--- config.mk ---
export PLATFORM = sky130hd
export DESIGN_NAME = move_scheduler_flat
export DESIGN_NICKNAME = d
export VERILOG_FILES = /design/src/rtl/connect_four_pkg.sv /design/src/rtl/move_scheduler_if.sv /design/src/rtl/button_debounce.sv /design/src/rtl/move_scheduler.sv /design/src/flat_wrapper.sv
export SDC_FILE = /design/constraint.sdc
export NUM_CORES = 1
export LEC_CHECK = 0
export CAP_MARGIN = 20
export CORE_MARGIN = 2
export CORE_UTILIZATION = 50
export CTS_CLUSTER_SIZE = 24
export DETAILED_ROUTE_END_ITERATION = 12
export GPL_ROUTABILITY_DRIVEN = 0
export PLACE_DENSITY = 0.77
export SYNTH_ARGS = -nofsm -noshare
export SYNTH_HDL_FRONTEND = slang
export SYNTH_SLANG_ARGS = --single-unit
--- constraint.sdc ---
create_clock -name clk_25MHz -period 2.1 [get_ports clk_25MHz]
set_input_delay 0.525 -clock clk_25MHz [delete_from_list [all_inputs] [get_ports clk_25MHz]]
set_output_delay 0.525 -clock clk_25MHz [all_outputs]
set_load 0.05 [all_outputs]
--- src/rtl/connect_four_pkg.sv ---
// Shared types and defaults for the Connect Four input/command path.
package connect_four_pkg;

  // Commands held in the scheduler's pending register.
  typedef enum logic [2:0] {
    CmdNone  = 3'd0,
    CmdLeft  = 3'd1,
    CmdRight = 3'd2,
    CmdDrop  = 3'd3,
    CmdNew   = 3'd4
  } cmd_e;

  // Scheduler FSM states.
  typedef enum logic [1:0] {
    StIdle    = 2'd0,
    StPending = 2'd1,
    StIssue   = 2'd2,
    StHoldoff = 2'd3
  } sched_state_e;

  // 10 ms of stable level at 25 MHz.
  localparam int unsigned DefaultDbCycles    = 250000;
  localparam int unsigned DefaultRepeatDelay = 20;
  localparam int unsigned DefaultRepeatRate  = 8;

  // Same-cycle arbitration: drop wins; left+right together cancel each other.
  function automatic cmd_e resolve_cmd(input logic left, input logic right, input logic drop);
    if (drop) return CmdDrop;
    if (left && !right) return CmdLeft;
    if (right && !left) return CmdRight;
    return CmdNone;
  endfunction

endpackage

--- src/rtl/move_scheduler_if.sv ---
// Button, frame and command signals between the board inputs, the scheduler and the game core.
interface move_scheduler_if;
  logic btn_left;
  logic btn_right;
  logic btn_drop;
  logic frame_tick;
  logic game_over;
  logic move_left;
  logic move_right;
  logic drop_piece;
  logic new_game;
  logic busy;

  // Stimulus / game-core side.
  modport master (
    output btn_left, btn_right, btn_drop, frame_tick, game_over,
    input  move_left, move_right, drop_piece, new_game, busy
  );

  // Scheduler side.
  modport slave (
    input  btn_left, btn_right, btn_drop, frame_tick, game_over,
    output move_left, move_right, drop_piece, new_game, busy
  );
endinterface

--- src/rtl/button_debounce.sv ---
// Two-flop synchronizer, stable-level debounce counter and rising-edge press detect.
module button_debounce
  import connect_four_pkg::*;
#(
  parameter int unsigned DB_CYCLES = DefaultDbCycles
) (
  input  logic clk_i,
  input  logic rst_i,
  input  logic btn_i,
  output logic level_o,
  output logic press_o
);

  localparam int unsigned CntW = $clog2(DB_CYCLES + 1);
  localparam logic [CntW-1:0] CntLast = CntW'(DB_CYCLES - 1);

  logic [1:0]      sync_d, sync_q;
  logic [CntW-1:0] cnt_d, cnt_q;
  logic            level_d, level_q;
  logic            press_d, press_q;

  // Count consecutive disagreeing cycles; flip the level on the DB_CYCLES-th one.
  always_comb begin
    sync_d  = {sync_q[0], btn_i};
    cnt_d   = '0;
    level_d = level_q;
    if (sync_q[1] != level_q) begin
      if (cnt_q == CntLast) begin
        level_d = sync_q[1];
      end else begin
        cnt_d = cnt_q + CntW'(1);
      end
    end
    press_d = level_d & ~level_q;
  end

  // State registers with synchronous reset.
  always_ff @(posedge clk_i) begin
    if (rst_i) begin
      sync_q  <= '0;
      cnt_q   <= '0;
      level_q <= 1'b0;
      press_q <= 1'b0;
    end else begin
      sync_q  <= sync_d;
      cnt_q   <= cnt_d;
      level_q <= level_d;
      press_q <= press_d;
    end
  end

  assign level_o = level_q;
  assign press_o = press_q;

endmodule

--- src/rtl/move_scheduler.sv ---
// Turns debounced button presses and auto-repeats into at most one game command per frame.
module move_scheduler
  import connect_four_pkg::*;
#(
  parameter int unsigned DB_CYCLES    = DefaultDbCycles,
  parameter int unsigned REPEAT_DELAY = DefaultRepeatDelay,
  parameter int unsigned REPEAT_RATE  = DefaultRepeatRate
) (
  input logic             clk_25MHz,
  input logic             rst,
  move_scheduler_if.slave bus
);

  localparam int unsigned RptMax = (REPEAT_DELAY > REPEAT_RATE) ? REPEAT_DELAY : REPEAT_RATE;
  localparam int unsigned RptW   = $clog2(RptMax + 1);
  localparam logic [RptW-1:0] DelayLast = RptW'(REPEAT_DELAY - 1);
  localparam logic [RptW-1:0] RateLast  = RptW'(REPEAT_RATE - 1);
  // Only left and right auto-repeat; index order is {drop, right, left}.
  localparam logic [2:0] RptEnable = 3'b011;

  logic [2:0] level, press, ev;

  button_debounce #(.DB_CYCLES(DB_CYCLES)) u_db_left (
    .clk_i   (clk_25MHz),
    .rst_i   (rst),
    .btn_i   (bus.btn_left),
    .level_o (level[0]),
    .press_o (press[0])
  );

  button_debounce #(.DB_CYCLES(DB_CYCLES)) u_db_right (
    .clk_i   (clk_25MHz),
    .rst_i   (rst),
    .btn_i   (bus.btn_right),
    .level_o (level[1]),
    .press_o (press[1])
  );

  button_debounce #(.DB_CYCLES(DB_CYCLES)) u_db_drop (
    .clk_i   (clk_25MHz),
    .rst_i   (rst),
    .btn_i   (bus.btn_drop),
    .level_o (level[2]),
    .press_o (press[2])
  );

  logic [RptW-1:0] rpt_cnt_d [3];
  logic [RptW-1:0] rpt_cnt_q [3];
  logic [2:0]      rpt_arm_d, rpt_arm_q;
  logic [2:0]      rpt_evt_d, rpt_evt_q;

  // Frame-tick counter per held button; first target is the delay, then the rate.
  always_comb begin
    for (int i = 0; i < 3; i++) begin
      rpt_cnt_d[i] = rpt_cnt_q[i];
      rpt_arm_d[i] = rpt_arm_q[i];
      rpt_evt_d[i] = 1'b0;
      if (!level[i] || !RptEnable[i]) begin
        rpt_cnt_d[i] = '0;
        rpt_arm_d[i] = 1'b0;
      end else if (bus.frame_tick) begin
        if (rpt_cnt_q[i] == (rpt_arm_q[i] ? RateLast : DelayLast)) begin
          rpt_evt_d[i] = 1'b1;
          rpt_cnt_d[i] = '0;
          rpt_arm_d[i] = 1'b1;
        end else begin
          rpt_cnt_d[i] = rpt_cnt_q[i] + RptW'(1);
        end
      end
    end
  end

  // Auto-repeat registers.
  always_ff @(posedge clk_25MHz) begin
    if (rst) begin
      for (int i = 0; i < 3; i++) rpt_cnt_q[i] <= '0;
      rpt_arm_q <= '0;
      rpt_evt_q <= '0;
    end else begin
      for (int i = 0; i < 3; i++) rpt_cnt_q[i] <= rpt_cnt_d[i];
      rpt_arm_q <= rpt_arm_d;
      rpt_evt_q <= rpt_evt_d;
    end
  end

  assign ev = press | rpt_evt_q;

  cmd_e         ev_cmd;
  cmd_e         pending_d, pending_q;
  sched_state_e state_d, state_q;
  logic         move_left_d, move_left_q;
  logic         move_right_d, move_right_q;
  logic         drop_piece_d, drop_piece_q;
  logic         new_game_d, new_game_q;
  logic         busy_d, busy_q;

  assign ev_cmd = resolve_cmd(ev[0], ev[1], ev[2]);

  // Scheduler next state. The command pulse is launched on the PENDING->ISSUE edge so it is
  // visible during the ISSUE cycle, i.e. the cycle right after the frame tick.
  always_comb begin
    state_d      = state_q;
    pending_d    = pending_q;
    move_left_d  = 1'b0;
    move_right_d = 1'b0;
    drop_piece_d = 1'b0;
    new_game_d   = 1'b0;
    unique case (state_q)
      StIdle: begin
        // A tick coinciding with the latch is deliberately not consumed.
        if (ev_cmd != CmdNone) begin
          pending_d = ev_cmd;
          state_d   = StPending;
        end
      end
      StPending: begin
        if (bus.frame_tick) begin
          state_d = StIssue;
          case (pending_q)
            CmdDrop: begin
              new_game_d   = bus.game_over;
              drop_piece_d = ~bus.game_over;
            end
            CmdLeft:  move_left_d  = ~bus.game_over;
            CmdRight: move_right_d = ~bus.game_over;
            default:  ;
          endcase
        end
      end
      StIssue: begin
        pending_d = CmdNone;
        state_d   = StHoldoff;
      end
      StHoldoff: begin
        if (bus.frame_tick) state_d = StIdle;
      end
      default: state_d = StIdle;
    endcase
    busy_d = (state_d != StIdle);
  end

  // Scheduler state and registered outputs.
  always_ff @(posedge clk_25MHz) begin
    if (rst) begin
      state_q      <= StIdle;
      pending_q    <= CmdNone;
      move_left_q  <= 1'b0;
      move_right_q <= 1'b0;
      drop_piece_q <= 1'b0;
      new_game_q   <= 1'b0;
      busy_q       <= 1'b0;
    end else begin
      state_q      <= state_d;
      pending_q    <= pending_d;
      move_left_q  <= move_left_d;
      move_right_q <= move_right_d;
      drop_piece_q <= drop_piece_d;
      new_game_q   <= new_game_d;
      busy_q       <= busy_d;
    end
  end

  assign bus.move_left  = move_left_q;
  assign bus.move_right = move_right_q;
  assign bus.drop_piece = drop_piece_q;
  assign bus.new_game   = new_game_q;
  assign bus.busy       = busy_q;

endmodule

--- src/flat_wrapper.sv ---
// flat-port wrapper written by rule: the top's interface ports become plain ports
module move_scheduler_flat import connect_four_pkg::*;
#(
  parameter int unsigned DB_CYCLES    = DefaultDbCycles,
  parameter int unsigned REPEAT_DELAY = DefaultRepeatDelay,
  parameter int unsigned REPEAT_RATE  = DefaultRepeatRate
)
  (clk_25MHz, rst, bus_btn_left, bus_btn_right, bus_btn_drop, bus_frame_tick, bus_game_over, bus_move_left, bus_move_right, bus_drop_piece, bus_new_game, bus_busy);
  move_scheduler_if bus_i ();
  input logic clk_25MHz;
  input logic rst;
  input wire logic [$bits(bus_i.btn_left)-1:0] bus_btn_left;
  input wire logic [$bits(bus_i.btn_right)-1:0] bus_btn_right;
  input wire logic [$bits(bus_i.btn_drop)-1:0] bus_btn_drop;
  input wire logic [$bits(bus_i.frame_tick)-1:0] bus_frame_tick;
  input wire logic [$bits(bus_i.game_over)-1:0] bus_game_over;
  output wire logic [$bits(bus_i.move_left)-1:0] bus_move_left;
  output wire logic [$bits(bus_i.move_right)-1:0] bus_move_right;
  output wire logic [$bits(bus_i.drop_piece)-1:0] bus_drop_piece;
  output wire logic [$bits(bus_i.new_game)-1:0] bus_new_game;
  output wire logic [$bits(bus_i.busy)-1:0] bus_busy;
  assign bus_i.btn_left = bus_btn_left;
  assign bus_i.btn_right = bus_btn_right;
  assign bus_i.btn_drop = bus_btn_drop;
  assign bus_i.frame_tick = bus_frame_tick;
  assign bus_i.game_over = bus_game_over;
  assign bus_move_left = bus_i.move_left;
  assign bus_move_right = bus_i.move_right;
  assign bus_drop_piece = bus_i.drop_piece;
  assign bus_new_game = bus_i.new_game;
  assign bus_busy = bus_i.busy;
  move_scheduler #(.DB_CYCLES(DB_CYCLES), .REPEAT_DELAY(REPEAT_DELAY), .REPEAT_RATE(REPEAT_RATE)) u_core (.clk_25MHz(clk_25MHz), .rst(rst), .bus(bus_i));
endmodule
==> results_dict.tcl <==
set metrics [dict create \
    outcome "complete, no violations" \
    syn_area_sq_um 3760 \
    dr.pass1.iters 4 \
    rr_worst_depth 4 \
    place_hpwl_um 4810 \
    hold-path-endpoint "u_core.u_db_left.sync_q[1]$_SDFF_PP0_" \
    crit_fanout 1 \
    r2r_end "u_core.u_db_right.cnt_q[1]$_SDFF_PP0_" \
    cpLargestDelayFamily "buffers and inverters" \
    critPathSlowestCell "clkdlybuf4s50_1" \
    worst_path_largest_cell_delay_ns 0.79 \
    core_area_sq_um 7250 \
    diodes 0 \
    drc 0 \
    n_fill_cell 660 \
    seq_area_frac_synth 0.474 \
    grt_max_degree 24 \
    power_density_nw_per_um2 669 \
    reg2reg_slack_ns 0.15 \
    cp.depth 1 \
    start_util 0.519 \
    power.leakage_nw 1.29 \
    holdBufCountCts 0 \
    path_clk_slew_ns 0.09 \
    crit_type "flip-flop to output port" \
    rows 31 \
    io_pins 12 \
    root_buffer "clkbuf_8" \
    die_y_um 90.7 \
    slew_headroom 0.655 \
    hold_start "u_core.u_db_left.sync_q[0]$_SDFF_PP0_" \
    dieArea_sq_um 8230 \
    rsz0062_at_grt "no" \
    synth_warnings 0 \
    tritoncts "built" \
    htree_levels 3 \
    drt_wl_total_um 6670 \
    cts_max_path_buffers 2 \
    fin_crit_ns 1.98 \
    port_buffers 11 \
    clk_latency_ns 0.35 \
    ys_types 49 \
    synth-main-ff-cell "dfxtp_1" \
    cts_buffers 9 \
    timing.rr.start "u_core.u_db_right.cnt_q[5]$_SDFF_PP0_" \
    worstPathRequired_ns 1.57 \
    ant_nets 0 \
    synthToLayoutAreaGrowth_pct 12.5 \
    antenna_found_initial 0 \
    start_kind "flip-flop" \
    synth-seq-cells 89 \
    arrival_ns 1.46 \
    num_vias 2898 \
    post-synth-top-area-cell "dfxtp_1" \
    final.period_utilization 0.945 \
    yosys-top-cells-area "dfxtp_1 (47%), xnor2_1 (10%), nor2_1 (7.9%), nand4_1 (3.0%), nor4_1 (2.8%)" \
    drive_gt1_frac 0.0767 \
    max-vdd-ir-drop_v 0.000360 \
    mostFrequentLayoutCells "dfxtp_1 (89), nor2_1 (79), xnor2_1 (44)" \
    grt_pass1_vias 2897 \
    fin_ws_ns 0.116 \
    wl_per_cell_um 12.3 \
    async_flop_share 0 \
    seq_area_sq_um 1780 \
    crit_buf_inv 1 \
    fmax_mhz 504 \
    final_common_cell "dfxtp_1" \
    crit_path_end_kind "output port" \
    slew_viol_final 0 \
    cts-resized-gates 0 \
    nets 450 \
    worst_hold_path_type "flip-flop to flip-flop" \
    worstMarginPinSlew_ns 0.513 \
    whs_path_depth 1 \
    grt_pass1_wl_um 12200 \
    fin_setup_tns_ns 0 \
    syn_area_per_cell_sq_um 9.08 \
    pre_cts_slack_ns 0.166 \
    crit_chain "clkdlybuf4s50_1" \
    setup_viol_count_final 0 \
    finalHoldViolCount 0 \
    vias_per_cell 5.35 \
    synth_top_area_frac 0.474 \
    drt-initial-drc-count 89 \
    track_usage 0.176 \
    fin_worst_skew_ns 0.00562 \
    p_total_mw 2.83 \
    overflow 0 \
    clkSinkCount 89 \
    syn_inst 414 \
    drv_cap 0 \
    synth-edff-count 0 \
    die_w_um 90.7 \
    post-cts-setup-buffers 0 \
    syn_nets 426 \
    multi_input_area_sq_um 1890 \
]
-- cell type report --
class / instances / share of cell area
Clock buffer: 11 / 0.0358
Clock inverter: 5 / 0.00887
Inverter: 12 / 0.0106
Multi-Input combinational cell: 306 / 0.447
Sequential cell: 89 / 0.421
Tap cell: 99 / 0.0293
Timing Repair Buffer: 20 / 0.0479
-- cells by family (layout without fill, tap and decap cells) --
logic type | count (synthesis) | count (layout) | synth area share
multiplexers | 4 | 4 | 0.0106
adder cells (fa/ha/maj) | 5 | 5 | 0.0166
AND/OR/NAND/NOR | 214 | 214 | 0.296
AO/OA/AOI/OAI | 27 | 27 | 0.0486
buffers and inverters | 19 | 48 | 0.0236
flip-flops | 89 | 89 | 0.474
XOR/XNOR | 56 | 56 | 0.130
-- synthesized netlist by cell type (2+ instances only) --
| master | count |
|---|---|
| nand4_1 | 18 |
| xor2_1 | 12 |
| clkbuf_1 | 4 |
| nor3b_1 | 4 |
| inv_1 | 12 |
| nand2_1 | 14 |
| nor2_1 | 79 |
| nor2b_1 | 6 |
| or2b_2 | 2 |
| a21oi_1 | 9 |
| nor4_1 | 17 |
| and3_1 | 9 |
| or4_1 | 3 |
| nand3b_1 | 2 |
| nor3_1 | 17 |
| mux2i_1 | 4 |
| nand3_1 | 21 |
| or3b_1 | 2 |
| a211o_1 | 2 |
| nor4b_1 | 2 |
| o21ai_0 | 3 |
| dfxtp_1 | 89 |
| ha_1 | 5 |
| o21ai_1 | 3 |
| a211oi_1 | 2 |
| xnor2_1 | 44 |
| and4_1 | 2 |
| nand2b_1 | 6 |
-- layer usage --
| metal | share of wire | global-route usage |
|---|---|---|
| met1 | 0.46 | 0.208 |
| met2 | 0.49 | 0.313 |
| met3 | 0.037 | 0.0492 |
| met4 | 0.0051 | 0.0462 |
| met5 | 0 | 0 |
-- through the flow --
stage                     cells   util  hold slack, ns  area [sq um]
after floorplan             414      -           0.414          3760
after global placement      526  0.558           0.417          4040
after detailed placement    526  0.558           0.422          4040
after CTS                   542  0.584           0.442          4230
after global routing        542  0.584           0.456          4230
final                       542  0.584           0.438          4230
-- worst max path at each step --
stage	startpoint	to	slack, ns
after floorplan	u_core.u_db_right.cnt_q[5]$_SDFF_PP0_	u_core.u_db_right.cnt_q[1]$_SDFF_PP0_	0.21
final	u_core.bus.drop_piece$_SDFF_PP0_	bus_drop_piece	0.12
after CTS	u_core.bus.drop_piece$_SDFF_PP0_	bus_drop_piece	0.08
after global routing	u_core.bus.drop_piece$_SDFF_PP0_	bus_drop_piece	0.05
after detailed placement	u_core.u_db_right.cnt_q[5]$_SDFF_PP0_	u_core.u_db_right.cnt_q[1]$_SDFF_PP0_	0.17
after global placement	u_core.u_db_right.cnt_q[5]$_SDFF_PP0_	u_core.u_db_right.cnt_q[1]$_SDFF_PP0_	0.19
-- sequential cells by signal (all words and copies together) (netlist names), 2 cells and up --
signal	count
u_core.u_db_drop.sync_q	2
u_core.u_db_right.sync_q	2
u_core.u_db_right.cnt_q	18
u_core.rpt_cnt_q	10
u_core.rpt_evt_q	2
u_core.rpt_arm_q	2
u_core.u_db_left.cnt_q	18
u_core.u_db_drop.cnt_q	18
u_core.pending_q	2
u_core.u_db_left.sync_q	2
u_core.state_q	2
-- where the power goes --
group / switching, mW / internal (mW) / leakage, nW
clock network: 0.583 / 0.499 / 0.0919
registers: 0.00435 / 1.69 / 0.718
logic: 0.0264 / 0.0289 / 0.476
Note: power is estimated with default switching activity, not from simulation.
